**config.mk**
```make
export PLATFORM = sky130hd
export DESIGN_NAME = iris_feature_loader
export DESIGN_NICKNAME = d
export VERILOG_FILES = /design/src/rtl/iris_feature_loader.sv
export SDC_FILE = /design/constraint.sdc
export NUM_CORES = 1
export LEC_CHECK = 0
export BUFFER_PORTS_ARGS = -buffer_cell sky130_fd_sc_hd__buf_2
export CAP_MARGIN = 10
export CORE_MARGIN = 2
export CORE_UTILIZATION = 30
export DETAILED_ROUTE_END_ITERATION = 8
export GPL_TIMING_DRIVEN = 0
export PLACE_DENSITY_LB_ADDON = 0.1
export SLEW_MARGIN = 5
export SYNTH_ARGS = -nofsm -noshare
export SYNTH_HDL_FRONTEND = slang
export SYNTH_SLANG_ARGS = --single-unit
```
**constraint.sdc**
```tcl
create_clock -name clk -period 4.8 [get_ports clk]
set_input_delay 0.48 -clock clk [delete_from_list [all_inputs] [get_ports clk]]
set_output_delay 0.48 -clock clk [all_outputs]
set_load 0.02 [all_outputs]
```
**src/rtl/iris_feature_loader.sv**
```systemverilog
// iris_feature_loader: four-feature entry sequencer with settle-and-latch of classifier result; `IRIS_HIST_EN adds per-species result counters
module iris_feature_loader #(
  parameter int SETTLE_CYCLES = 16,
  parameter int CNT_W = 8
) (
  input  logic        clk,
  input  logic        rst,
  input  logic        btn_next,
  input  logic        btn_clear,
  input  logic [3:0]  sw_val,
  output logic [3:0]  sl,
  output logic [3:0]  sw,
  output logic [3:0]  pl,
  output logic [3:0]  pw,
  output logic [1:0]  field_sel,
  output logic        loading,
  input  logic [3:0]  species_in,
  input  logic [31:0] final_in,
  output logic [3:0]  species_out,
  output logic [31:0] conf_out,
  output logic        result_valid
`ifdef IRIS_HIST_EN
  ,
  output logic [7:0]  cnt_setosa,
  output logic [7:0]  cnt_versicolor,
  output logic [7:0]  cnt_virginica
`endif
);
  typedef enum logic [2:0] {LOAD_SL, LOAD_SW, LOAD_PL, LOAD_PW, SETTLE, DONE} state_t;
  localparam logic [CNT_W-1:0] LAST = CNT_W'(SETTLE_CYCLES - 1);
  state_t state_q;
  logic [CNT_W-1:0] cnt_q;
  logic [3:0] prev_q;
  logic done_hit;
  // field index and loading flag decoded from state; done_hit marks the edge that latches a result
  always_comb begin
    field_sel = (state_q == LOAD_SL) ? 2'd0 : (state_q == LOAD_SW) ? 2'd1 : (state_q == LOAD_PL) ? 2'd2 : 2'd3;
    loading = (state_q != SETTLE) && (state_q != DONE);
    done_hit = !btn_clear && (state_q == SETTLE) && (species_in == prev_q) && (cnt_q == LAST);
  end
  // entry sequencer, settle counter and result latch
  always_ff @(posedge clk) begin
    if (rst) begin
      state_q <= LOAD_SL;
      {sl, sw, pl, pw} <= '0;
      species_out <= '0;
      conf_out <= '0;
      result_valid <= 1'b0;
      cnt_q <= '0;
      prev_q <= '0;
    end else if (btn_clear) begin
      state_q <= LOAD_SL;
      {sl, sw, pl, pw} <= '0;
      species_out <= '0;
      conf_out <= '0;
      result_valid <= 1'b0;
      cnt_q <= '0;
    end else begin
      case (state_q)
        LOAD_SL: if (btn_next) begin sl <= sw_val; state_q <= LOAD_SW; end
        LOAD_SW: if (btn_next) begin sw <= sw_val; state_q <= LOAD_PL; end
        LOAD_PL: if (btn_next) begin pl <= sw_val; state_q <= LOAD_PW; end
        LOAD_PW: if (btn_next) begin
          pw <= sw_val;
          cnt_q <= '0;
          prev_q <= species_in;
          state_q <= SETTLE;
        end
        SETTLE: begin
          prev_q <= species_in;
          if (species_in != prev_q) cnt_q <= '0;
          else if (cnt_q == LAST) begin
            species_out <= species_in;
            conf_out <= final_in;
            result_valid <= 1'b1;
            state_q <= DONE;
          end else cnt_q <= cnt_q + 1'b1;
        end
        DONE: if (btn_next) begin result_valid <= 1'b0; state_q <= LOAD_SL; end
        default: state_q <= LOAD_SL;
      endcase
    end
  end
`ifdef IRIS_HIST_EN
  // saturating per-species tallies of latched results, cleared only by reset
  always_ff @(posedge clk) begin
    if (rst) begin
      cnt_setosa <= '0;
      cnt_versicolor <= '0;
      cnt_virginica <= '0;
    end else if (done_hit) begin
      if (species_in == 4'd0 && cnt_setosa != 8'hff) cnt_setosa <= cnt_setosa + 8'd1;
      if (species_in == 4'd1 && cnt_versicolor != 8'hff) cnt_versicolor <= cnt_versicolor + 8'd1;
      if (species_in == 4'd2 && cnt_virginica != 8'hff) cnt_virginica <= cnt_virginica + 8'd1;
    end
  end
`endif
endmodule

```
==> results of run 1 <==
[cells by family (layout without fill, tap and decap cells)]
logic type / count (synthesis) / in the layout / synth area share
buffers and inverters: 22 / 136 / 0.0413
xor gates and xnor gates: 6 / 6 / 0.0183
muxes: 57 / 57 / 0.198
AOI/OAI and AO/OA: 20 / 20 / 0.0487
DFF: 68 / 68 / 0.473
adders and majority gates: 1 / 1 / 0.00435
and+or+nand+nor: 138 / 138 / 0.216
[worst paths after layout]
kind / from / end / slack (ps) / cells after the start
worst max-delay path: state_q[2] / prev_q[3] / 2870 / 5
worst min-delay path: final_in[13] / conf_out[13] / 360 / 3
worst max register to register: state_q[2] / prev_q[3] / 2870 / 5
worst min register to register: conf_out[13] / conf_out[13] / 460 / 2
[cell type report]
cell class | instances | area (um^2) | area share
plain buffers | 21 | 115 | 0.0308
clock buffers | 10 | 138 | 0.0369
clock inverters | 5 | 61.3 | 0.0164
inverters | 1 | 3.75 | 0.00101
multi-input cells | 222 | 1400 | 0.374
flip-flops and latches | 68 | 1360 | 0.365
well taps | 129 | 161 | 0.0432
repair buffers | 99 | 495 | 0.133
[per-layer routing]
metal / track usage / vias up / wire [um]
met2: 0.203 / 58 / 3300
li1: - / 1283 / -
met5: 0 / - / 0
met1: 0.199 / 1172 / 3320
met3: 0.0356 / 10 / 315
met4: 0.0646 / 0 / 125
[sequential cells by signal, summed over array words and instances (netlist names), 4 cells and up]
name and count:
conf_out 32, pl 4, sw 4, species_out 4
prev_q 4, sl 4, cnt_q 8, pw 4
[stage by stage]
step | utilization | instance area, um^2 | setup slack, ps | total power, W | hold slack, ps
4_1_cts | 0.402 | 3730 | 2820 | 0.00113 | 349
3_3_place_gp | 0.381 | 3530 | 2610 | 0.000645 | 442
3_5_place_dp | 0.381 | 3530 | 2540 | 0.000646 | 448
2_1_floorplan | - | 2880 | 3150 | 0.000613 | 450
6_report | 0.402 | 3730 | 2870 | 0.00112 | 363
5_1_grt | 0.402 | 3730 | 2680 | 0.00117 | 363
[worst max-delay path, cell delays in order, from the launching register on]
cell and delay (ps):
dfxtp_1 300, buf_2 160, nand4b_1 570, a21oi_2 510, mux2i_1 230, nor2_1 50
[cell usage in the layout, fill, tap and decap left out, types with 4 or more instances in the layout]
cell	instances
nand2_1	81
buf_6	4
clkbuf_1	13
nand4_1	5
nor2_1	25
dfxtp_1	68
nand3_1	7
xnor2_1	5
buf_2	101
mux2i_1	57
clkbuf_8	10
a31oi_1	5
[power groups by stage]
stage / clock network, W / logic, W / registers [W]
after global routing: 0.000527 / 0.0000728 / 0.000567
after floorplan: 0 / 0.0000312 / 0.000582
final: 0.000484 / 0.0000645 / 0.000567
after global placement: 0 / 0.0000652 / 0.000580
after CTS: 0.000500 / 0.0000658 / 0.000567
after detailed placement: 0 / 0.0000656 / 0.000580
==> metrics.txt, run 1 <==
status completed; post-synthesis instance total roughly 310; Final GP Congestion about 0.8; Synth area leader dfxtp_1; #FFs+latches synth 68; Starting Density 0.310; number of remaining DRC errors 0; CTS tree done; fmax just over 0.5 GHz; worst hold path type input pin to flip-flop; IR drop worst, VDD between 0.0001 and 0.00015 V; Seq pwr share 0.508; clock-pin slew on the worst setup and hold paths approximately 80 ps; vias in the first global route roughly 2300; Worst slew margin 0.597; grt total ovfl 0; crit start category flip-flop; Post-synth EDFFs 0; Unique masters post-synth 40; die area between 10000 and 15000 um^2; n_diodes 0; post-CTS setup buffer count 0; routed via count 2523; DP HPWL approximately 5.2 mm; post-synth top area share 0.473; min Tclk post-route between 1500 and 2000 ps; H-tree depth 3; clock latency on the worst-skew pair 340 ps; Via density ~4.5; core area between 9000 and 10000 um^2; power per cell area ~300 nW/um^2; Int Power 0.000845 W; TritonRoute pass-1 iters 4; Syn Nets ~360; # fillers 1030; sequential area share after synthesis 0.473; fraction of layout instances using a drive strength above 1 0.308; cell count after placement 540; Area Overhead vs Synth 29.7%; Final Setup Violations 0; initial antenna violation count 0; sw frac 0.242; critical path class flip-flop to flip-flop; setup TNS 0 ps; Detailed Route Iter0 Violations between 70 and 80; final net count roughly 470; num rows 35; leak pwr roughly 1.8 nW; Critical Path AT 2160 ps; YS warnings 0; fin. max-slew vios 0; Total Routed Length between 7 and 8 mm; largest net degree at the start of global routing 13; Worst Path Required 5040 ps; clk sink count 68; max_cap viols 0; CTS Buf Count 9; top post-synthesis cells by area dfxtp_1 (47%), mux2i_1 (20%), nand2_1 (11%), nor2_1 (3.3%), clkbuf_1 (1.7%); DR WL/cell between 10 and 15 um; first-pass GRT wire length ~12 mm; final setup skew around 10 ps; fin crit share 0.401; PortBufs 99; Fin. Hold Viols 0; Most used DFF post-synth dfxtp_1; Post-CTS Hold Buffers 0; RSZ-0062 raised after global routing false; root buffer cell clkbuf_8; commonest cells in the netlist nand2_1 (81), dfxtp_1 (68), mux2i_1 (57); post-CTS sizing 0; Ports 100; Net Switching between 0.0002 and 0.0003 W; Crit Path Max Fanout 10; Avg Cell Area, Syn 9.22 um^2; die width 102 um; antenna viol nets, final 0; GRT Resource Usage Total 0.141; Longest Clk Path Bufs 2; fraction of registers with async set/reset 0; Post-Syn Area ~2900 um^2; final std cells w/o fill ~560; Clock Power Share 0.434; Worst-Margin Slew 602 ps; combinational share of power 0.058; crit end category flip-flop; Die H slightly above 100 um; top-count cell post-synth nand2_1
Power figures use the tool's default switching activity.
==> run 2, diff against run 1 <==
- ABC_AREA: not set -> 1
- clock period: 4.8 -> 2 ns (I/O delays scaled with it)
==> metrics.txt, run 2 <==
Syn Nets 430 (+20%); die area 10200 um^2 (-2.3%); FF-to-FF path depth 7 (+2); final net count 540 (+16%); dpl cell area 3440 um^2 (-2.6%); routed via count 2778 (+10%); number of remaining DRC errors 0 (unchanged); fmax 0.583 GHz (+12%); fin. max-slew vios 0 (unchanged); Starting Density 0.307 (-0.00307); Synth area leader dfxtp_1; post-synthesis instance total 385 (+23%); footprint of the multi-input gates 1210 um^2 (-14%); IR drop worst, VDD 0.000241 V (+63%); setup TNS 0 ps (unchanged); clock-pin slew on the worst setup and hold paths 80 ps (about the same); crit end category flip-flop; largest register by flop count conf_out; #FFs+latches synth 68 (unchanged); Via density 4.55 (about the same); DP HPWL 5.50 mm (+5.8%); Most used DFF post-synth dfxtp_1; leak pwr 1.68 nW (-8.7%); max_cap viols 0 (unchanged); Final Setup Violations 0 (unchanged); top flop regs conf_out x32, cnt_q x8; final setup skew 11.5 ps (+1.55 ps); vias in the first global route 2564 (+11%); commonest cells in the netlist nor2_1 (109), dfxtp_1 (68), o21ai_0 (54); Avg Cell Area, Syn 7.30 um^2 (-21%); GRT Resource Usage Total 0.154 (+0.0121); Worst Path Required 2250 ps (-2790 ps); crit path capture conf_out[7]; clock latency on the worst-skew pair 350 ps (about the same); grt total ovfl 0 (unchanged); CTS tree done; post-route cell area 3650 um^2 (-2.3%); DR WL/cell 12.3 um (-3.5%); most frequent cells in the layout nor2_1 (109), buf_2 (101), dfxtp_1 (68); total power 0.00270 W (+140%); most common cell after layout, fill and taps aside nor2_1; Post-synth EDFFs 0 (unchanged); Total Routed Length 7.50 mm (+6.3%); initial antenna violation count 0 (unchanged); post-CTS sizing 0 (unchanged); worst hold path type input pin to flip-flop; power per cell area 741 nW/um^2 (+150%); sequential area share after synthesis 0.485 (+0.0116); fin crit share 0.858 (+0.457); H-tree depth 3 (unchanged); Crit. Startpoint cnt_q[0]; core area 9150 um^2 (-1.4%); first-pass GRT wire length 12.1 mm (+4.5%); Detailed Route Iter0 Violations 103 (+36%); worst r2r src cnt_q[0]; top-count cell post-synth nor2_1; Ports 100 (unchanged); post-synth top area share 0.485 (+0.0116); Critical Path AT 1960 ps (-200 ps); antenna viol nets, final 0 (unchanged); Unique masters post-synth 26 (-35%); min Tclk post-route 1720 ps (-210 ps); max reg flops 32 (unchanged); num rows 35 (unchanged); crit start category flip-flop; TritonRoute pass-1 iters 4 (unchanged); critical path class flip-flop to flip-flop; Crit Path Max Fanout 10 (unchanged); flop-to-flop setup slack 280 ps (-2590 ps); PortBufs 99 (unchanged); Post-CTS Hold Buffers 0 (unchanged); hold depth 2 (-1); n_diodes 0 (unchanged); die width 101 um (-1.2%); sequential cell area 1360 um^2 (unchanged); # fillers 1014 (-1.6%); Die H 101 um (-1.2%); fraction of registers with async set/reset 0 (unchanged); Post-Syn Area 2810 um^2 (-2.4%); Fin. Hold Viols 0 (unchanged); Longest Clk Path Bufs 2 (unchanged); Area Overhead vs Synth 29.8% (about the same); root buffer cell clkbuf_8; Worst-Margin Slew 461 ps (-141 ps); RSZ-0062 raised after global routing false; top post-synthesis cells by area dfxtp_1 (48%), nor2_1 (15%), o21ai_0 (9.6%), nand2_1 (5.5%), inv_1 (4.7%); post-CTS setup buffer count 0 (unchanged); fraction of layout instances using a drive strength above 1 0.270 (-0.0375); status completed; clk sink count 68 (unchanged); r2r endpoint conf_out[7]; CTS Buf Count 9 (unchanged); largest net degree at the start of global routing 13 (unchanged); hold slack final 92.5 ps (-271 ps); Worst slew margin 0.690 (+0.0938); YS warnings 0 (unchanged); Final GP Congestion 0.807 (+3.8%)
run 2: changes by cell type after synthesis, sizes merged, moves of 9 or more:
cell | previous run | this run
nor2 | 26 | 114
mux2i | 57 | 0
o21ai | 2 | 54
inv | 1 | 40
nand2 | 81 | 42
a21oi | 5 | 14
nand4 | 5 | 14
run 2: how the worst min path moves through the flow:
stage,from,to,slack (ps)
after floorplan,rst,prev_q[0],280
after global placement,sl[3],sl[3],430
after detailed placement,sl[3],sl[3],430
after CTS,rst,prev_q[1],70
after global routing,rst,prev_q[1],80
final,rst,prev_q[1],90
run 2: final cells by class:
cell class,count,area share
Clock buffer,11,0.0388
Timing Repair Buffer,99,0.136
Multi-Input combinational cell,262,0.331
Buffer,15,0.0240
Sequential cell,68,0.373
Tap cell,111,0.0381
Inverter,40,0.0419
Clock inverter,5,0.0168
run 2: kinds of logic after synthesis:
logic type      count (synthesis)  share of synthesized area
buf+inv                        55                     0.0855
compound gates                 75                      0.140
simple gates                  185                      0.282
flops                          68                      0.485
xor+xnor                        1                    0.00312
fa+ha+maj                       1                    0.00445
run 2: power breakdown:
group | internal [W] | leakage [nW] | switching, W
sequential | 0.00136 | 0.548 | 0.00000606
clock | 0.000612 | 0.0918 | 0.000555
combinational | 0.0000633 | 1.04 | 0.000103
run 2: critical path, cell delays in order, from the launching register on:
cell and delay [ps]:
dfxtp_1 360, ha_1 190, nand3_1 110, nor2_2 200, nand4_4 210, clkbuf_1 270
o21ai_0 230, nor2_1 50
run 2: layer usage:
metal | GRT usage | share of wire
met1 | 0.203 | 0.48
met2 | 0.237 | 0.45
met3 | 0.0319 | 0.052
met4 | 0.0759 | 0.019
met5 | 0 | 0
run 2: per-stage QoR:
stage | worst slack (ps) | cells | util
floorplan | 560 | 385 | -
global placement | 296 | 595 | 0.376
detailed placement | 247 | 595 | 0.376
CTS | 248 | 611 | 0.398
global route | 23.0 | 611 | 0.398
finish | 284 | 611 | 0.398
==> run 3, diff against run 2 <==
- CORE_MARGIN: 2 -> 3
- MAX_ROUTING_LAYER: not set -> met4
- PLACE_DENSITY_LB_ADDON: 0.1 -> 0.05
==> metrics.txt, run 3 (synthesized netlist as in run 2, its figures left out) <==
Post-CTS Hold Buffers 0 (unchanged); fin. max-slew vios 0 (unchanged); largest register by flop count conf_out; Starting Density 0.316 (+0.00903); crit end category flip-flop; DR WL/cell 12.3 um (+0.39%); flop-to-flop setup slack 280 ps (about the same); CTS tree done; die area 10600 um^2 (+4.0%); Worst-Margin Slew 442 ps (-18.7 ps); Worst slew margin 0.703 (+0.0126); antenna viol nets, final 0 (unchanged); number of remaining DRC errors 0 (unchanged); Area Overhead vs Synth 31.6%; fin crit share 0.858 (about the same); Ports 100 (unchanged); clock latency on the worst-skew pair 340 ps (about the same); max_cap viols 0 (unchanged); total power 0.00299 W (+11%); final setup skew 10.6 ps (-0.891 ps); Crit Path Max Fanout 10 (unchanged); GRT Resource Usage Total 0.150 (-0.00314); status completed; Die H 103 um (+2.0%); hold slack final 102 ps (+9.55 ps); grt total ovfl 0 (unchanged); Total Routed Length 7.49 mm (-0.11%); crit start category flip-flop; DP HPWL 5.53 mm (+0.56%); most common cell after layout, fill and taps aside nor2_1; final net count 540 (unchanged); worst r2r src cnt_q[1]; TritonRoute pass-1 iters 4 (unchanged); core area 8890 um^2 (-2.9%); Via density 4.48 (-1.4%); fmax 0.583 GHz (about the same); Slowest Stage Delay on Critical Path 360 ps (about the same); post-CTS sizing 0 (unchanged); leak pwr 1.71 nW (+2.1%); Final GP Congestion 0.858 (+6.3%); most frequent cells in the layout nor2_1 (109), buf_2 (101), dfxtp_1 (68); final std cells w/o fill 608 (-0.49%); setup TNS 0 ps (unchanged); root buffer cell clkbuf_8; Critical Path AT 1960 ps (about the same); critical path class flip-flop to flip-flop; Fin. Hold Viols 0 (unchanged); largest net degree at the start of global routing 13 (unchanged); max reg flops 32 (unchanged); clock-pin slew on the worst setup and hold paths 80 ps (about the same); hold wc startpoint final_in[1]; sequential cell area 1360 um^2 (unchanged); RSZ-0062 raised after global routing false; routed via count 2725 (-1.9%); footprint of the multi-input gates 1210 um^2 (unchanged); Longest Clk Path Bufs 2 (unchanged); fraction of layout instances using a drive strength above 1 0.272 (+0.00200); r2r endpoint conf_out[6]; hold depth 3 (+1); Worst Path Required 2250 ps (about the same); H-tree depth 3 (unchanged); die width 103 um (+2.0%); vias in the first global route 2528 (-1.4%); cell count after placement 592 (-0.50%); initial antenna violation count 0 (unchanged); post-layout util 0.416 (+0.0175); PortBufs 99 (unchanged); IR drop worst, VDD 0.000361 V (+50%); # fillers 949 (-6.4%); Final Setup Violations 0 (unchanged); top flop regs conf_out x32, cnt_q x8; worst hold path type input pin to flip-flop; num rows 34 (-2.9%); CP max stage cell dfxtp_1; n_diodes 0 (unchanged); FF-to-FF path depth 7 (unchanged); min Tclk post-route 1720 ps (+0.531 ps); hold path endpoint conf_out[1]; first-pass GRT wire length 12.0 mm (-0.91%); CTS Buf Count 9 (unchanged); clk sink count 68 (unchanged); Detailed Route Iter0 Violations 93 (-9.7%); power per cell area 808 nW/um^2 (+9.2%); post-CTS setup buffer count 0 (unchanged); critical-path cell list ha_1 -> nand3_1 -> nor2_2 -> nand4_4 -> clkbuf_1 -> o21ai_0 -> nor2_1
run 3: changes by cell type in the layout (fill, tap and decap cells not counted):
| cell | delta |
|---|---|
| bufinv_16 | +2 |
| clkinvlp_4 | -2 |
| clkbuf_1 | -1 |
| clkbuf_8 | +1 |
| clkinv_4 | -1 |
| inv_6 | +1 |
run 3: layout make-up:
cell class / count / area share
inverter: 40 / 0.0413
timing repair buffer: 99 / 0.134
buffer: 15 / 0.0237
tap: 108 / 0.0365
clock inverter: 5 / 0.0288
sequential: 68 / 0.368
clock buffer: 11 / 0.0409
multi-input combinational: 262 / 0.327
run 3: worst max path at each step:
stage / startpoint / to / slack [ps] / cells after the start
after CTS: cnt_q[1] / conf_out[6] / 260 / 7
after global placement: cnt_q[0] / conf_out[6] / 280 / 7
after floorplan: cnt_q[0] / conf_out[0] / 560 / 7
final: cnt_q[1] / conf_out[6] / 280 / 7
after detailed placement: cnt_q[1] / conf_out[6] / 260 / 7
after global routing: cnt_q[1] / conf_out[14] / 40 / 7
run 3: report_power, final:
group,internal [W],switching (W),total [W],leakage (nW)
combinational,0.0000633,0.000102,0.000165,1.04
clock,0.000901,0.000555,0.00146,0.126
sequential,0.00136,0.00000674,0.00137,0.548
total,0.00233,0.000663,0.00299,1.71
run 3: critical path, delay by kind of cell, from the launching register on:
| kind | cells | cell delay, ps |
|---|---|---|
| AO/OA/AOI/OAI | 1 | 220 |
| adder cells (fa/ha/maj) | 1 | 200 |
| buffers and inverters | 1 | 270 |
| flip-flops | 1 | 360 |
| AND/OR/NAND/NOR | 4 | 560 |
run 3: layer usage:
metal,global-route usage,vias to the layer above,wire [um]
met5,-,-,0
met3,0.0338,9,457
li1,-,1463,-
met1,0.192,1181,3700
met4,0.0657,0,110
met2,0.228,72,3230
run 3: per-stage QoR:
stage	cell area, um^2	setup slack, ps
floorplan	2810	560
global placement	3440	276
detailed placement	3440	259
CTS	3700	257
global route	3700	36.6
finish	3700	284
